`config.mk`:
```
export PLATFORM = sky130hd
export DESIGN_NAME = sandbox_channel_router
export DESIGN_NICKNAME = d
export VERILOG_FILES = /design/src/rtl/sandbox_channel_router.sv
export SDC_FILE = /design/constraint.sdc
export NUM_CORES = 1
export LEC_CHECK = 0
export ABC_CLOCK_PERIOD_IN_PS = 5200
export CAP_MARGIN = 15
export CORE_MARGIN = 2
export CORE_UTILIZATION = 35
export CTS_BUF_LIST = sky130_fd_sc_hd__clkbuf_8
export CTS_CLUSTER_DIAMETER = 30
export CTS_CLUSTER_SIZE = 14
export DETAILED_ROUTE_END_ITERATION = 10
export GPL_TIMING_DRIVEN = 1
export HOLD_SLACK_MARGIN = 0.03
export PLACE_DENSITY = 0.62
export SYNTH_ARGS = -nofsm -noshare
export SYNTH_HDL_FRONTEND = slang
export SYNTH_SLANG_ARGS = --single-unit
export TNS_END_PERCENT = 50
```
`constraint.sdc`:
```
create_clock -name masterClock -period 5.2 [get_ports masterClock]
set_input_delay 1.3 -clock masterClock [delete_from_list [all_inputs] [get_ports masterClock]]
set_output_delay 1.3 -clock masterClock [all_outputs]
set_load 0.1 [all_outputs]
```
`src/rtl/sandbox_channel_router.sv`:
```
// Multi-channel sandbox router: decodes the channel ID of each host frame, dispatches the payload
// to one or all DUT channels, and returns round-robin arbitrated responses and error frames.
module sandbox_channel_router #(
  parameter  int CHANNELS      = 4,
  parameter  int PAYLOAD_WIDTH = 40,
  parameter  int TIMEOUT       = 1024,
  localparam int FRAME_WIDTH   = PAYLOAD_WIDTH + 8
) (
  input  logic                              masterClock,
  input  logic                              reset,
  input  logic [FRAME_WIDTH-1:0]            inputData,
  input  logic                              dataReceived,
  output logic                              clearDR,
  output logic [FRAME_WIDTH-1:0]            outputData,
  output logic                              transmit,
  input  logic                              transmitting,
  output logic [PAYLOAD_WIDTH-1:0]          cmdData,
  output logic [CHANNELS-1:0]               cmdValid,
  input  logic [CHANNELS-1:0]               cmdReady,
  input  logic [CHANNELS*PAYLOAD_WIDTH-1:0] respData,
  input  logic [CHANNELS-1:0]               respValid,
  output logic [CHANNELS-1:0]               respReady
);

  localparam int PTR_WIDTH = (CHANNELS > 1) ? $clog2(CHANNELS) : 1;
  localparam int CNT_WIDTH = $clog2(TIMEOUT);
  localparam logic [CNT_WIDTH-1:0] LAST_COUNT = CNT_WIDTH'(TIMEOUT - 1);
  localparam logic [7:0] BROADCAST_ID = 8'hFE;
  localparam logic [7:0] ERROR_ID     = 8'hFF;
  localparam logic [7:0] ERR_BAD_ID   = 8'h01;
  localparam logic [7:0] ERR_TIMEOUT  = 8'h02;

  typedef enum logic [2:0] {IDLE, DISPATCH, CLEAR, TX_START, TX_WAIT_HI, TX_WAIT_LO} stateType;

  stateType                 state, nextState;
  logic [PTR_WIDTH-1:0]     rrPtr;
  logic                     guard;
  logic                     errorFrame;
  logic [CHANNELS-1:0]      pendingMask;
  logic [CHANNELS-1:0]      nextMask;
  logic [CNT_WIDTH-1:0]     timeoutCount;
  logic [7:0]               activeId;

  logic [7:0]               rxId;
  logic [PAYLOAD_WIDTH-1:0] rxPayload;
  logic                     idBroadcast;
  logic                     idValid;
  logic [CHANNELS-1:0]      targetMask;

  logic                     anyResp;
  int                       grantSel;
  logic [PAYLOAD_WIDTH-1:0] grantData;
  logic [PTR_WIDTH-1:0]     nextPtr;

  function automatic logic [PAYLOAD_WIDTH-1:0] errorPayload(input logic [7:0] code,
                                                            input logic [7:0] id);
    return PAYLOAD_WIDTH'({code, id});
  endfunction

  assign rxId        = inputData[FRAME_WIDTH-1 -: 8];
  assign rxPayload   = inputData[PAYLOAD_WIDTH-1:0];
  assign idBroadcast = (rxId == BROADCAST_ID);
  assign idValid     = (int'(rxId) < CHANNELS) || idBroadcast;

  // NOTE: every always_comb output gets a default first so no path can leave it unassigned (latch).
  always_comb begin
    targetMask = '0;
    for (int i = 0; i < CHANNELS; i++) begin
      targetMask[i] = idBroadcast || (int'(rxId) == i);
    end
  end

  // Scan from rrPtr upward with wrap; the first requester found wins.
  always_comb begin : grantLogic
    int idx;
    idx       = 0;
    grantSel  = 0;
    grantData = '0;
    anyResp   = 1'b0;
    for (int k = 0; k < CHANNELS; k++) begin
      idx = int'(rrPtr) + k;
      if (idx >= CHANNELS) idx = idx - CHANNELS;
      if (!anyResp && respValid[idx]) begin
        anyResp   = 1'b1;
        grantSel  = idx;
        grantData = respData[idx*PAYLOAD_WIDTH +: PAYLOAD_WIDTH];
      end
    end
  end

  assign nextPtr  = (grantSel >= CHANNELS - 1) ? '0 : PTR_WIDTH'(grantSel + 1);
  assign nextMask = pendingMask & ~(cmdValid & cmdReady);

  // NOTE: sequential state uses non-blocking assignments so every flop samples pre-edge values.
  always_ff @(posedge masterClock) begin
    if (reset) state <= IDLE;
    else       state <= nextState;
  end

  always_comb begin
    nextState = state;
    case (state)
      IDLE: begin
        if (anyResp)                       nextState = TX_START;
        else if (dataReceived && !guard)   nextState = idValid ? DISPATCH : TX_START;
      end
      DISPATCH: begin
        if (nextMask == '0)                nextState = CLEAR;
        else if (timeoutCount == LAST_COUNT) nextState = TX_START;
      end
      CLEAR:      nextState = IDLE;
      TX_START:   nextState = TX_WAIT_HI;
      TX_WAIT_HI: if (transmitting)  nextState = TX_WAIT_LO;
      TX_WAIT_LO: if (!transmitting) nextState = IDLE;
      default:    nextState = IDLE;
    endcase
  end

  // Error frames release the received frame from TX_START instead of passing through CLEAR.
  always_comb begin
    clearDR   = 1'b0;
    transmit  = 1'b0;
    cmdValid  = '0;
    respReady = '0;
    case (state)
      IDLE: begin
        for (int i = 0; i < CHANNELS; i++) begin
          respReady[i] = anyResp && (grantSel == i);
        end
      end
      DISPATCH: cmdValid = pendingMask;
      CLEAR:    clearDR  = 1'b1;
      TX_START: begin
        transmit = 1'b1;
        clearDR  = errorFrame;
      end
      default: ;
    endcase
  end

  always_ff @(posedge masterClock) begin
    if (reset) begin
      rrPtr        <= '0;
      guard        <= 1'b0;
      errorFrame   <= 1'b0;
      pendingMask  <= '0;
      timeoutCount <= '0;
      activeId     <= '0;
      outputData   <= '0;
      cmdData      <= '0;
    end else begin
      // The first IDLE cycle after any clearDR ignores dataReceived while the UART drops it.
      if (clearDR)            guard <= 1'b1;
      else if (state == IDLE) guard <= 1'b0;

      case (state)
        IDLE: begin
          if (anyResp) begin
            outputData <= {8'(grantSel), grantData};
            rrPtr      <= nextPtr;
            errorFrame <= 1'b0;
          end else if (dataReceived && !guard) begin
            activeId <= rxId;
            if (idValid) begin
              cmdData      <= rxPayload;
              pendingMask  <= targetMask;
              timeoutCount <= '0;
            end else begin
              outputData <= {ERROR_ID, errorPayload(ERR_BAD_ID, rxId)};
              errorFrame <= 1'b1;
            end
          end
        end
        DISPATCH: begin
          pendingMask  <= nextMask;
          timeoutCount <= timeoutCount + 1'b1;
          if ((nextMask != '0) && (timeoutCount == LAST_COUNT)) begin
            pendingMask <= '0;
            outputData  <= {ERROR_ID, errorPayload(ERR_TIMEOUT, activeId)};
            errorFrame  <= 1'b1;
          end
        end
        default: ;
      endcase
    end
  end

endmodule

```
==> impl_metrics.env <==
export IMPL_io_buffers=317
export IMPL_fin_crit_sh=0.985
export IMPL_grt_pass1_wl_um=162000
export IMPL_yosysWarningCount=0
export IMPL_rsz0062_at_grt="false"
export IMPL_crit_arrival_ps=3820
export IMPL_coreArea_um2=52900
export IMPL_globalplace_congestion=1.04
export IMPL_critPathKind="primary input to output pin"
export IMPL_synth_seq_area_share=0.120
export IMPL_ys_types=92
export IMPL_grt_overflow=0
export IMPL_syn_to_final_growth_pct=23.8
export IMPL_dr_first_iter_drc_count=3532
export IMPL_switching_share=0.599
export IMPL_clk_latency_ps=500
export IMPL_placed_cells_incl_taps=3115
export IMPL_critical_path_max_stage_delay_ps=520
export IMPL_cp_required_ps=3900
export IMPL_synth_seq_cells=113
export IMPL_clk_pin_slew_ps=70
export IMPL_status="complete, no violations"
export IMPL_worst_pin_slew_ps=1170
export IMPL_cp_num_buf_inv=4
export IMPL_internal_power_uw=6810
export IMPL_vdd_ir_drop_max_mv=0.596
export IMPL_ios=318
export IMPL_cp_slowest_cell="clkdlybuf4s50_1"
export IMPL_ys_flop_type="dfxtp_1"
export IMPL_p_switching_uw=10200
export IMPL_p_per_area_nw_per_um2=729
export IMPL_rr_endpoint="outputData[25]$_SDFFE_PP0P_"
export IMPL_wire_per_inst_um=36.3
export IMPL_pre_cts_ws_ps=57.8
export IMPL_routed_wl_um=114000
export IMPL_cts_sink_count=113
export IMPL_start_util=0.356
export IMPL_post_route_cell_area_um2=23300
export IMPL_synth_enable_flop_cells=0
export IMPL_crit_start="respValid[2]"
export IMPL_max_slew_margin=0.212
export IMPL_htreeDepth=4
export IMPL_num_rows=84
export IMPL_path_cells="clkdlybuf4s50_1 -> or3b_1 -> a2111o_1 -> and2_1 -> a32oi_1 -> buf_4 -> inv_1 -> ha_1 -> and2_2 -> buf_12"
export IMPL_cts_root_buf="clkbuf_8"
export IMPL_layout_min_cycle_time_ps=5120
export IMPL_hpwl_um=86800
export IMPL_synth_area_um2=18800
export IMPL_grt_pass1_vias=21600
export IMPL_postLayoutCoreUtil=0.440
export IMPL_grt_max_degree=146
export IMPL_fmax_mhz=195
export IMPL_vias_per_cell=7.18
export IMPL_cts_buffers=17
export IMPL_setup_tns_ps=0
export IMPL_hold_path_class="flip-flop to flip-flop"
export IMPL_final_instance_count_excl_fill=3154
export IMPL_vias=22600
export IMPL_finalMaxSlewViolations=0
export IMPL_cts_tree="built"
export IMPL_p_clk_frac=0.046
export IMPL_startpoint_type="primary input"
export IMPL_die_w_um=236
export IMPL_syn_inst=2204
export IMPL_cpLargestDelayFamily="buffers and inverters"
export IMPL_cap_violations=0
export IMPL_r2r_start="rrPtr[0]$_SDFFE_PP0P_"
export IMPL_fp_dieH_um=236
export IMPL_ant_nets=0
export IMPL_cp_depth=10
export IMPL_skew_ps=25.6
export IMPL_drive_above_1_share=0.215
export IMPL_final_hold_violation_count=0
export IMPL_clock_path_buffers=2
export IMPL_syn_area_per_cell_um2=8.53
export IMPL_worst_path_max_fanout=4
export IMPL_dieArea_um2=55600
export IMPL_setup_slack_ps=79.1
export IMPL_cp_end_kind="output pin"
export IMPL_p_leak_uw=0.00831
export IMPL_drc=0
export IMPL_ctsResizeCount=0
export IMPL_fin_nets=2684
export IMPL_postCtsHoldBufs=0
export IMPL_r2r_cells=13
export IMPL_async_flop_share=0
export IMPL_seq_power_share=0.074
export IMPL_grt_usage=0.398
export IMPL_p_comb_frac=0.880
export IMPL_first_pass_iters=6
export IMPL_endpoint="respReady[0]"
export IMPL_cts_setup_buffers=0
export IMPL_postPlaceCellArea_um2=22900
export IMPL_synth_nets=2442
export IMPL_setup_viol=0
export IMPL_antenna_found_initial=12
export IMPL_rrSetupSlack_ps=720
[worst min path at each step]
stage | startpoint | to | slack (ps) | cells past startpoint
after CTS | cmdData[32]$_SDFFE_PP0P_ | cmdData[32]$_SDFFE_PP0P_ | 460 | 2
after global placement | cmdData[9]$_SDFFE_PP0P_ | cmdData[9]$_SDFFE_PP0P_ | 440 | 2
final | cmdData[32]$_SDFFE_PP0P_ | cmdData[32]$_SDFFE_PP0P_ | 460 | 2
after global routing | cmdData[25]$_SDFFE_PP0P_ | cmdData[25]$_SDFFE_PP0P_ | 470 | 2
after detailed placement | cmdData[32]$_SDFFE_PP0P_ | cmdData[32]$_SDFFE_PP0P_ | 450 | 2
after floorplan | guard$_SDFFE_PP0P_ | guard$_SDFFE_PP0P_ | 440 | 2
[metal layers]
layer | vias to the layer above | wire (µm) | GRT usage
li1 | 9248 | - | -
met1 | 11000 | 45700 | 0.539
met2 | 2025 | 46900 | 0.568
met3 | 330 | 16200 | 0.139
met4 | 4 | 5530 | 0.171
met5 | - | 59 | 0.00606
[worst register-to-register path, delay by kind of cell, from the launching register on]
kind | cells | cell delay, ps
compound gates | 2 | 580
fa+ha+maj | 2 | 1070
buf+inv | 4 | 1120
flops | 1 | 550
simple gates | 5 | 1110
[power by group through the flow]
stage	registers, µW	clock network [µW]	logic (µW)
after global routing	1270	823	15300
after detailed placement	1270	0	14300
after CTS	1250	792	14400
after global placement	1270	0	14400
final	1260	784	14900
after floorplan	2160	0	8570
[state kept, by name, summed over array words and instances, names as in the netlist]
name,cells
guard,1
timeoutCount,10
rrPtr,2
errorFrame,1
pendingMask,4
outputData,44
activeId,8
state,3
cmdData,40
[metrics by stage]
step | total power, µW | hold slack, ps
floorplan | 10700 | 437
global placement | 15600 | 441
detailed placement | 15600 | 445
CTS | 16400 | 456
global route | 17400 | 474
finish | 17000 | 456
[layout by cell type (no fill, tap or decap), types with 37 or more instances in the layout]
cell,n
a21oi_1,144
a221oi_1,49
a22oi_1,37
buf_4,155
clkdlybuf4s50_1,307
dfxtp_1,111
mux2_2,119
mux2i_1,226
mux4_2,162
nand2_1,250
nor2_1,116
o21ai_0,108
[area by class of cell]
type / count / area (µm²)
clock buffer: 17 / 234
fill: 5165 / 29600
tap: 688 / 861
multi-input combinational: 1813 / 15300
antenna: 7 / 17.5
timing repair buffer: 473 / 4430
sequential: 113 / 2270
clock inverter: 15 / 109
inverter: 28 / 105
[synth_stat cells, types with 14 or more instances]
| library cell | number | area, µm² |
|---|---|---|
| a22oi_1 | 37 | 278 |
| ha_1 | 17 | 213 |
| mux2_2 | 119 | 1340 |
| a31oi_1 | 26 | 163 |
| nor3_1 | 34 | 170 |
| buf_4 | 43 | 323 |
| clkbuf_1 | 111 | 417 |
| nor4_1 | 14 | 87.6 |
| a221oi_1 | 49 | 429 |
| dfxtp_1 | 113 | 2260 |
| nor2_1 | 117 | 439 |
| o31ai_1 | 16 | 120 |
| nor2b_1 | 27 | 169 |
| mux2i_1 | 226 | 2260 |
| buf_1 | 14 | 52.6 |
| a21oi_1 | 144 | 721 |
| a211oi_1 | 31 | 233 |
| nand2b_1 | 18 | 113 |
| nand2_1 | 250 | 938 |
| a32o_1 | 14 | 140 |
| o221ai_1 | 33 | 289 |
| buf_2 | 77 | 385 |
| o211ai_1 | 23 | 173 |
| inv_1 | 22 | 82.6 |
| and2_1 | 22 | 138 |
| a311oi_1 | 14 | 123 |
| nand3_1 | 36 | 180 |
| o22ai_1 | 36 | 225 |
| o21ai_0 | 110 | 551 |
| mux4_2 | 162 | 3650 |
[kinds of logic (layout without fill, tap and decap cells)]
kind of cell | Yosys count | count (layout) | synth area share
buf+inv | 278 | 533 | 0.0712
other cells | 0 | 7 | 0
simple gates | 602 | 602 | 0.153
xor+xnor | 9 | 9 | 0.00419
fa+ha+maj | 18 | 18 | 0.0124
compound gates | 677 | 677 | 0.253
flops | 113 | 113 | 0.120
mux | 507 | 507 | 0.386
Note: power is estimated with default switching activity, not from simulation.
